`src/rtl/buffer_readout_sequencer.sv`:
```
// Buffer readout sequencer: merges N_SOURCES buffer streams into one output
// stream as header, each enabled source's beats in index order, then a
// trailer holding per-source beat counts.

// Per-source saturating beat counter.
module brs_cnt_lane #(
   parameter int COUNT_WIDTH = 16
) (
   input  logic                   clk,
   input  logic                   reset,
   input  logic                   clr,
   input  logic                   inc,
   output logic [COUNT_WIDTH-1:0] cnt
);
   logic [COUNT_WIDTH-1:0] cnt_q, cnt_d;

   // Clear wins over increment; increment stops at all-ones.
   always_comb begin
      cnt_d = cnt_q;
      if (clr) cnt_d = '0;
      else if (inc && (cnt_q != '1)) cnt_d = cnt_q + 1'b1;
   end

   // Counter register.
   always_ff @(posedge clk) begin
      if (reset) cnt_q <= '0;
      else       cnt_q <= cnt_d;
   end

   assign cnt = cnt_q;
endmodule

module buffer_readout_sequencer #(
   parameter int          N_SOURCES    = 2,
   parameter int          AXI_MM_WIDTH = 128,
   parameter int          COUNT_WIDTH  = 16,
   parameter logic [15:0] HEADER_MAGIC = 16'hA55A
) (
   input  logic                              clk,
   input  logic                              reset,
   // per-source streams, source i occupies data_in_data[i*AXI_MM_WIDTH +: AXI_MM_WIDTH]
   input  logic [N_SOURCES*AXI_MM_WIDTH-1:0] data_in_data,
   input  logic [N_SOURCES-1:0]              data_in_valid,
   input  logic [N_SOURCES-1:0]              data_in_last,
   output logic [N_SOURCES-1:0]              data_in_ready,
   // merged output stream
   output logic [AXI_MM_WIDTH-1:0]           data_out_data,
   output logic                              data_out_valid,
   output logic                              data_out_last,
   input  logic                              data_out_ready,
   // source enable mask, no back-pressure
   input  logic [N_SOURCES-1:0]              config_in_data,
   input  logic                              config_in_valid
);
   localparam int SEL_W = (N_SOURCES > 1) ? $clog2(N_SOURCES) : 1;

   if ((N_SOURCES < 1) || (N_SOURCES > 16)) begin : g_chk_nsrc
      $error("N_SOURCES must be in 1..16");
   end
   if (N_SOURCES * COUNT_WIDTH > AXI_MM_WIDTH) begin : g_chk_cnt
      $error("N_SOURCES*COUNT_WIDTH exceeds AXI_MM_WIDTH");
   end
   if (AXI_MM_WIDTH < 40) begin : g_chk_hdr
      $error("AXI_MM_WIDTH too narrow for header layout");
   end

   typedef enum logic [1:0] {ST_IDLE, ST_HEADER, ST_STREAM, ST_TRAILER} state_t;

   state_t                                    state_q, state_d;
   logic [N_SOURCES-1:0]                      mask_q, mask_d;
   logic [SEL_W-1:0]                          sel_q, sel_d;
   logic [N_SOURCES-1:0][AXI_MM_WIDTH-1:0]    src_data;
   logic [N_SOURCES-1:0][COUNT_WIDTH-1:0]     cnt;
   logic [N_SOURCES-1:0]                      cnt_inc;
   logic                                      cnt_clr;
   logic [AXI_MM_WIDTH-1:0]                   hdr_word, trl_word;
   logic [SEL_W-1:0]                          first_idx, nxt_idx;
   logic                                      nxt_found;

   assign src_data = data_in_data;

   for (genvar g = 0; g < N_SOURCES; g++) begin : g_lane
      brs_cnt_lane #(.COUNT_WIDTH(COUNT_WIDTH)) u_cnt (
         .clk   (clk),
         .reset (reset),
         .clr   (cnt_clr),
         .inc   (cnt_inc[g]),
         .cnt   (cnt[g])
      );
   end

   // Lowest enabled source, and next enabled source above the current one.
   always_comb begin
      first_idx = '0;
      nxt_idx   = '0;
      nxt_found = 1'b0;
      for (int i = N_SOURCES - 1; i >= 0; i--) begin
         if (mask_q[i]) first_idx = SEL_W'(i);
         if (mask_q[i] && (i > int'(sel_q))) begin
            nxt_idx   = SEL_W'(i);
            nxt_found = 1'b1;
         end
      end
   end

   // Header and trailer words; both derive from registered state only, so
   // they stay stable while the consumer stalls.
   always_comb begin
      hdr_word = '0;
      hdr_word[AXI_MM_WIDTH-1 -: 16] = HEADER_MAGIC;
      hdr_word[23:16]                = 8'(N_SOURCES);
      hdr_word[15:0]                 = 16'(mask_q);
      trl_word = '0;
      for (int i = 0; i < N_SOURCES; i++) begin
         trl_word[i*COUNT_WIDTH +: COUNT_WIDTH] = mask_q[i] ? cnt[i] : '0;
      end
   end

   // Next-state and output decode.
   always_comb begin
      state_d        = state_q;
      mask_d         = mask_q;
      sel_d          = sel_q;
      data_out_data  = '0;
      data_out_valid = 1'b0;
      data_out_last  = 1'b0;
      data_in_ready  = '0;
      cnt_inc        = '0;
      cnt_clr        = 1'b0;
      case (state_q)
         ST_IDLE: begin
            if (config_in_valid) mask_d = config_in_data;
            if (|(data_in_valid & mask_q)) state_d = ST_HEADER;
         end
         ST_HEADER: begin
            data_out_valid = 1'b1;
            data_out_data  = hdr_word;
            if (data_out_ready) begin
               state_d = ST_STREAM;
               sel_d   = first_idx;
            end
         end
         ST_STREAM: begin
            data_out_valid         = data_in_valid[sel_q];
            data_out_data          = src_data[sel_q];
            data_in_ready[sel_q]   = data_out_ready;
            if (data_in_valid[sel_q] && data_out_ready) begin
               cnt_inc[sel_q] = 1'b1;
               if (data_in_last[sel_q]) begin
                  if (nxt_found) sel_d   = nxt_idx;
                  else           state_d = ST_TRAILER;
               end
            end
         end
         ST_TRAILER: begin
            data_out_valid = 1'b1;
            data_out_last  = 1'b1;
            data_out_data  = trl_word;
            if (data_out_ready) begin
               state_d = ST_IDLE;
               cnt_clr = 1'b1;
            end
         end
         default: state_d = ST_IDLE;
      endcase
   end

   // State, mask and selection registers; reset re-enables every source.
   always_ff @(posedge clk) begin
      if (reset) begin
         state_q <= ST_IDLE;
         mask_q  <= '1;
         sel_q   <= '0;
      end else begin
         state_q <= state_d;
         mask_q  <= mask_d;
         sel_q   <= sel_d;
      end
   end
endmodule

```
`config.mk`:
```
export PLATFORM = sky130hd
export DESIGN_NAME = buffer_readout_sequencer
export DESIGN_NICKNAME = d
export VERILOG_FILES = /design/src/rtl/buffer_readout_sequencer.sv
export SDC_FILE = /design/constraint.sdc
export NUM_CORES = 1
export LEC_CHECK = 0
export CORE_AREA = 8 8 149 151
export CTS_CLUSTER_SIZE = 8
export DETAILED_ROUTE_END_ITERATION = 7
export DIE_AREA = 0 0 157 159
export SETUP_SLACK_MARGIN = 0.3
export SKIP_CTS_REPAIR_TIMING = 1
export SLEW_MARGIN = 10
export SYNTH_ARGS = -nofsm -noshare
export SYNTH_HDL_FRONTEND = slang
export SYNTH_SLANG_ARGS = --single-unit
```
`constraint.sdc`:
```
create_clock -name clk -period 6.7 [get_ports clk]
set_clock_uncertainty 0.2 [all_clocks]
set_input_delay 0.67 -clock clk [delete_from_list [all_inputs] [get_ports clk]]
set_output_delay 0.67 -clock clk [all_outputs]
set_load 0.02 [all_outputs]
```
# == After elaboration in Yosys (flattened, before gate mapping) ==
# Cells that the tools add are included.
# totals
reg_bits,37
inputBits,266
wordCells,70
# op_classes
add_sub_neg,2
magnitude_cmp,3
n_eq_ne,12
mux,33
n_bitwise,2
reduce_logical,13
# op_table
operator,count
$pmux W128 S3,1
$mux W128,2
$add A16 B1 Y16 const B,2
$mux W16,2
$ne A16 B16 Y1 const B,2
$mux W2,9
$mux W1,15
$ne A2 B2 Y1 const B,7
$pmux W2 S4,1
$reduce_and A6 Y1,1
$reduce_or A2 Y1,3
$logic_and A1 B1 Y1,5
$reduce_and A5 Y1,1
$and A2 B2 Y2,2
$eq A2 B2 Y1 const B,2
$pmux W1 S2,2
$eq A2 B1 Y1 const B,1
$logic_not A2 Y1,1
$lt A1 B2 Y1 const B,1
$reduce_and A2 Y1,1
$reduce_bool A2 Y1,1
$demux W1 S1,1
$ge A1 B1 Y1 const B,1
$gt A1 B1 Y1 const A,1

# == Longest topological paths before layout ==
# Gate-level depths: netlist of run 1.
# logic_depth
ltp_word,7
mapped_depth,9
ltp_nobuf,6

# == By module ==
# From an unflattened synthesis of run 1, not the netlist that was laid out.
# unflattened
cells_unflattened,612
hier_area_um2,4503.1
# by_module_without_submodules
mod,n_inst,cells_per_inst,area_per_inst_um2,seq_area_each_um2
buffer_readout_sequencer,1,408,2668.8,100.1
brs_cnt_lane,2,102,917.1,320.3

# == Worst setup path before layout of run 1 ==
# No wires, ideal clock.
# synth_timing
path_type,flip-flop to output port
start,register sel_q
end,output port data_out_data[122]
arrival_time_ns,1.878
setup_slack_ns,3.952
stages_incl_launch_ff,6
cell_sequence,dfxtp_1 -> buf_2 -> buf_1 -> buf_1 -> mux2i_1 -> o21ai_0
# synth_via
elab_chain_cells,3
# synth_rtl
item,line,source
from (decl),71,"logic [SEL_W-1:0] sel_q, sel_d;"
from (signal assigned),177,sel_q <= sel_d;
$mux W128 (not written as such) (2 in a row),145,data_out_data = src_data[sel_q];
$pmux W128 S3,130,case (state_q)
to (decl),47,"output logic [AXI_MM_WIDTH-1:0] data_out_data,"
# No other way between the ends. The select of a mux whose other input is x is not followed.

# == Final worst setup path of run 1 ==
# layout_timing
start,register sel_q
end,output port data_out_data[27]
# Same word-level chain as after synthesis.

==> metrics.txt, run 1 <==
syn avg cell area 7.46 sq um; setup_tns 0 ps; Core ar. about 0.020 sq mm; Final Non-Filler Cells around 1,200; RSZ-0062 raised after global routing no; post-route ant nets 0; setup violators final 0; die height 159 um; number of fill cells 2,038; CTS Buffer Depth 2; Startpoint Class flip-flop; clk slew on worst S/H paths 60 ps; placed cell areas 0.00852 sq mm; global-route wire length before repair about 40,000 um; DR iter-0 viols 303; Wirelength per Cell 22.6 um; Final Hold Viols 0; CTS tree done; post-synth top area cell mux2i_1; Area Growth Syn to Fin 98.0%; vias per cell 4.86; layout cells sized above 1 0.0581; Synth warnings 0; remaining global-route overflow 0; Fin Hold WS 310 ps; multi-input logic area 0.00338 sq mm; Ports roughly 400; Clock Sinks 37; Post-Syn Nets between 800 and 900; Setup CP Type reg -> out; FF-to-FF Start sel_q$_SDFFE_PP0P_; leakage 2.85 nW; type of the tightest min-delay check reg -> reg; top-area cell type share of the netlist area 0.229; min cycle time layout 3990 ps; vias post-DR 5,931; largest net degree at the start of global routing slightly below 90; Synth cell types 50; Critical Path Source sel_q$_SDFFE_PP0P_; Die ar. 0.0250 sq mm; top cells by area, synth mux2i_1 23%, dfxtp_1 17%, nor2_1 11%; FP Rows 52; GRT Total Usage 0.211; Hold Startpoint g_lane[1].u_cnt.cnt[14]$_SDFFE_PP0P_; Cell Area, Synth 0.00438 sq mm; ys async rst share 0; initial antenna violation count 6; total power 0.00134 W; fin area 0.00867 sq mm; Die W roughly 160 um; Reg area 744 sq um; Slew @ Worst Pin 997 ps; Worst-Skew Late Latency approximately 290 ps; worst relative slew slack 0.335; WP data required 5830 ps; vias in the first global route 5,964; peak supply drop 0.0944 mV; port bufs 397; total length of routed wires 27,500 um; Final Cycle Share 0.595; Post-synth EDFFs 0; Starting Density 0.221; nets around 1,200; detailed placement HPWL roughly 23,000 um; pwr dens 155 mW/mm^2; CP Capture Type primary output; Top FF cell, synth dfxtp_1; TritonRoute pass-1 iters 5; maxcap violations 0; Placer Congestion approximately 0.93; outcome completed; Worst Path Max Fanout slightly below 60; Max Fclk 251 MHz; H-Tree Depth 2; Post-route DRC 0; post-placement cell count 1,209; synthesized instance count 587; CTS Buf Count 5; Seq/Total Area, Yosys 0.169; number of synthesized register bits 37; Clock Root Buffer clkbuf_16; CP arrival 3120 ps; final-report max-slew violation count 0
## metal layers
layer / GRT usage / wire, um
met5: 0 / 27
met4: 0.0651 / 745
met3: 0.0670 / 2620
met2: 0.363 / 13300
met1: 0.242 / 10800
## report_power, final
group / switching [W] / internal, W / total (W) / leakage, nW
logic: 0.000412 / 0.000432 / 0.000844 / 2.48
clock network: 0.0000960 / 0.000137 / 0.000233 / 0.0706
registers: 0.0000371 / 0.000230 / 0.000267 / 0.300
total: 0.000545 / 0.000799 / 0.00134 / 2.85
## critical path: stages (launching register included)
cell and delay, ps:
dfxtp_4 920, buf_4 670, mux2_2 410, a22oi_1 150, nor2_1 80, clkdlybuf4s50_1 570
## per-stage QoR
| step | util | setup slack (ps) |
|---|---|---|
| after global routing | 0.437 | 2560 |
| after CTS | 0.436 | 2680 |
| after floorplan | - | 3950 |
| after global placement | 0.429 | 3010 |
| final | 0.437 | 2710 |
| after detailed placement | 0.429 | 3010 |
## registers in the layout (all words and copies together) (netlist names)
| signal | count |
|---|---|
| sel_q | 1 |
| mask_q | 2 |
| state_q | 2 |
| g_lane.u_cnt.cnt | 32 |
## Yosys cell counts, drive strengths merged (6+ instances only)
master,number
a21oi,23
a22oi,31
and3,8
and4,6
buf,18
clkbuf,34
dfxtp,37
ha,8
inv,8
mux2,34
mux2i,100
nand2,20
nand2b,6
nand3,14
nand4,12
nor2,127
nor3,6
nor4,6
o21ai,17
o31ai,12
or3,7
or4,14
## cell families (layout without fill, tap and decap cells)
group                    after synthesis  after routing  share of synthesized area
AO/OA/AOI/OAI                        111            111                      0.171
adder cells (fa/ha/maj)                8              8                     0.0229
buffers and inverters                 60            420                     0.0603
flip-flops                            37             37                      0.169
multiplexers                         134            134                      0.316
other                                  0              4                          0
AND/OR/NAND/NOR                      237            237                      0.261
## worst paths after layout
kind | to | slack (ps) | depth (start not counted)
worst max-delay path | data_out_data[27] | 2710 | 5
worst min-delay path | g_lane[1].u_cnt.cnt[14]$_SDFFE_PP0P_ | 310 | 2
worst max register to register | g_lane[1].u_cnt.cnt[13]$_SDFFE_PP0P_ | 3400 | 4
worst min register to register | g_lane[1].u_cnt.cnt[14]$_SDFFE_PP0P_ | 310 | 2
## final cells by class
cell class | count | share of cell area
Antenna cell | 4 | 0.00115
Multi-Input combinational cell | 490 | 0.390
Inverter | 8 | 0.00346
Timing Repair Buffer | 404 | 0.464
Sequential cell | 37 | 0.0859
Clock buffer | 6 | 0.0149
Clock inverter | 2 | 0.00115
Tap cell | 270 | 0.0390
## layout by cell type, fill, tap and decap left out, types with 2 or more instances in the layout
master	n
clkdlybuf4s50_1	397
nor2_1	127
mux2i_1	100
dfxtp_1	36
mux2_2	34
a22oi_1	31
a21oi_1	23
nand2_1	19
o21ai_0	17
nand3_1	14
or4_1	13
o31ai_1	12
nand4_1	11
inv_1	8
ha_1	8
and3_1	7
or3_1	7
buf_4	7
nor4_1	6
nor3_1	6
nand2b_1	6
a211oi_1	5
and4_1	5
clkbuf_16	5
diode_2	4
a31oi_1	4
nor2b_1	3
and2_1	3
a21o_1	3
o41ai_1	3
nand4b_1	2
a41o_1	2
o311ai_0	2
a211o_1	2
clkinv_2	2
Power figures use the tool's default switching activity.
==> run 2, diff against run 1 <==
CORE_AREA = 8 8 148 150   (was 8 8 149 151)
DIE_AREA = 0 0 156 158   (was 0 0 157 159)
clock period = 3.4 ns   (was 6.7 ns; I/O delays follow)
==> run 2 against run 1 <==
Against the previous run:
- die area down 1.3%
- flip-flop and latch count unchanged
- utilization increased by 0.95 points
- global-route usage decreased by 0.80 points
- sequential power up 86%
- critical path depth unchanged
- count of clock-buffer cells in the layout rose by 2
- routed wire length is 1.9% lower
- worst setup slack worse by 2200 ps
- hold slack better by 12 ps
- clock power rose by 91%
- power rose by 99%
- largest power group unchanged
- highest routed layer unchanged
==> metrics.txt, run 2 (synthesis gave the netlist of run 1 again) <==
CTS tree done; Final Hold Viols 0; peak supply drop ~0.17 mV; global-route wire length before repair 37,800 um; Final Cycle Share 0.855; setup violators final 0; nets between 1,000 and 1,500; worst relative slew slack 0.536; setup_tns 0 ps; Max Fclk between 300 and 400 MHz; vias in the first global route between 5,000 and 6,000; remaining global-route overflow 0; Slew @ Worst Pin 690 ps; FF-to-FF Start state_q[0]$_SDFFE_PP0P_; CP arrival 2370 ps; Worst Path Max Fanout 15; Area Growth Syn to Fin 101%; pre-CTS WS 481 ps; clk slew on worst S/H paths 60 ps; Clock Root Buffer clkbuf_16; maxcap violations 0; CTS Buffer Depth 2; Post-route DRC 0; RSZ-0062 raised after global routing no; Wirelength per Cell 22.0 um; leakage 2.91 nW; vias per cell roughly 4.9; GRT Total Usage 0.203; most common cell after layout, fill and taps aside clkdlybuf4s50_1; die height 158 um; initial antenna violation count 4; pwr dens approximately 300 mW/mm^2; Clock Sinks 37; Buffers & Inverters on Critical Path 1; Hold Startpoint g_lane[1].u_cnt.cnt[14]$_SDFFE_PP0P_; flop-to-flop setup slack 650 ps; largest net degree at the start of global routing 59; max FFs per register 32; CP max-delay cell clkdlybuf4s50_1; post-route ant nets 0; Die W approximately 160 um; Worst-Skew Late Latency 280 ps; Starting Density 0.222; final-report max-slew violation count 0; FP Rows 52; TritonRoute pass-1 iters 4; DR iter-0 viols 301; total length of routed wires 27,000 um; Die ar. 0.0246 sq mm; FF-to-FF path depth 6; layout cells sized above 1 0.0689; outcome completed; Placer Congestion roughly 0.91; number of fill cells 2,012; Core ar. 0.0197 sq mm; Hold Path End g_lane[1].u_cnt.cnt[14]$_SDFFE_PP0P_; Ports ~400; WP data required 2860 ps; vias post-DR 5,971; CP Capture Type primary output; Fin Hold WS 321 ps; H-Tree Depth 2; port bufs 397; crit-path cells ha_2 -> and2_2 -> a222oi_1 -> nor2_1 -> clkdlybuf4s50_1; type of the tightest min-delay check reg -> reg; hold-critical path depth 2; max incr delay on CP 660 ps; fin worst setup slack 494 ps; min cycle time layout slightly below 3000 ps; Startpoint Class flip-flop; CP delay by family, top buffers and inverters; Setup CP Type reg -> out; Reg2Reg Capture Point g_lane[1].u_cnt.cnt[13]$_SDFFE_PP0P_; CTS Buf Count 5; commonest cells after routing, fill and taps aside 396 x clkdlybuf4s50_1, 127 x nor2_1, 100 x mux2i_1; detailed placement HPWL between 20,000 and 25,000 um
run 2: how the worst max path moves through the flow:
stage	cells after the start	slack, ps	startpoint	end
6_report	5	490	state_q[1]$_SDFFE_PP0P_	data_out_data[1]
5_1_grt	7	340	state_q[1]$_SDFFE_PP0P_	data_out_data[84]
4_1_cts	5	160	state_q[1]$_SDFFE_PP0P_	data_out_data[1]
3_5_place_dp	5	480	state_q[1]$_SDFFE_PP0P_	data_out_data[1]
3_3_place_gp	5	450	state_q[1]$_SDFFE_PP0P_	data_out_data[1]
2_1_floorplan	5	980	sel_q$_SDFFE_PP0P_	data_out_data[122]
run 2: layout make-up:
cell class	count	area [sq um]	share of cell area
antenna	1	2.50	0.000284
tap	270	338	0.0384
multi-input combinational	490	3380	0.384
inverter	8	30.0	0.00341
clock buffer	8	136	0.0155
timing repair buffer	415	4170	0.474
sequential	37	744	0.0846
run 2: tightest hold or removal path, stage by stage (launching register included):
cell and delay, ps:
dfxtp_1 350, nand2_1 70, mux2i_1 50
run 2: where the power goes:
| group | total (W) | switching [W] | internal, W | leakage (nW) |
|---|---|---|---|---|
| Clock | 0.000446 | 0.000173 | 0.000273 | 0.0652 |
| Combinational | 0.00174 | 0.000845 | 0.000890 | 2.55 |
| Sequential | 0.000497 | 0.0000437 | 0.000453 | 0.300 |
| Total | 0.00268 | 0.00106 | 0.00162 | 2.91 |
run 2: layer usage:
metal	up-vias	global-route usage	part of all wire
met1	2752	0.243	0.41
li1	2906	-	-
met5	-	0	0.0015
met2	262	0.333	0.47
met4	6	0.0786	0.033
met3	45	0.0620	0.085
run 2: metrics by stage:
stage	std cells	util	cell area, sq um	power [W]
6_report	1229	0.446	8800	0.00268
5_1_grt	1229	0.446	8800	0.00283
4_1_cts	1227	0.445	8760	0.00270
3_5_place_dp	1219	0.438	8630	0.00224
3_3_place_gp	1219	0.438	8630	0.00224
2_1_floorplan	587	-	4380	0.00140
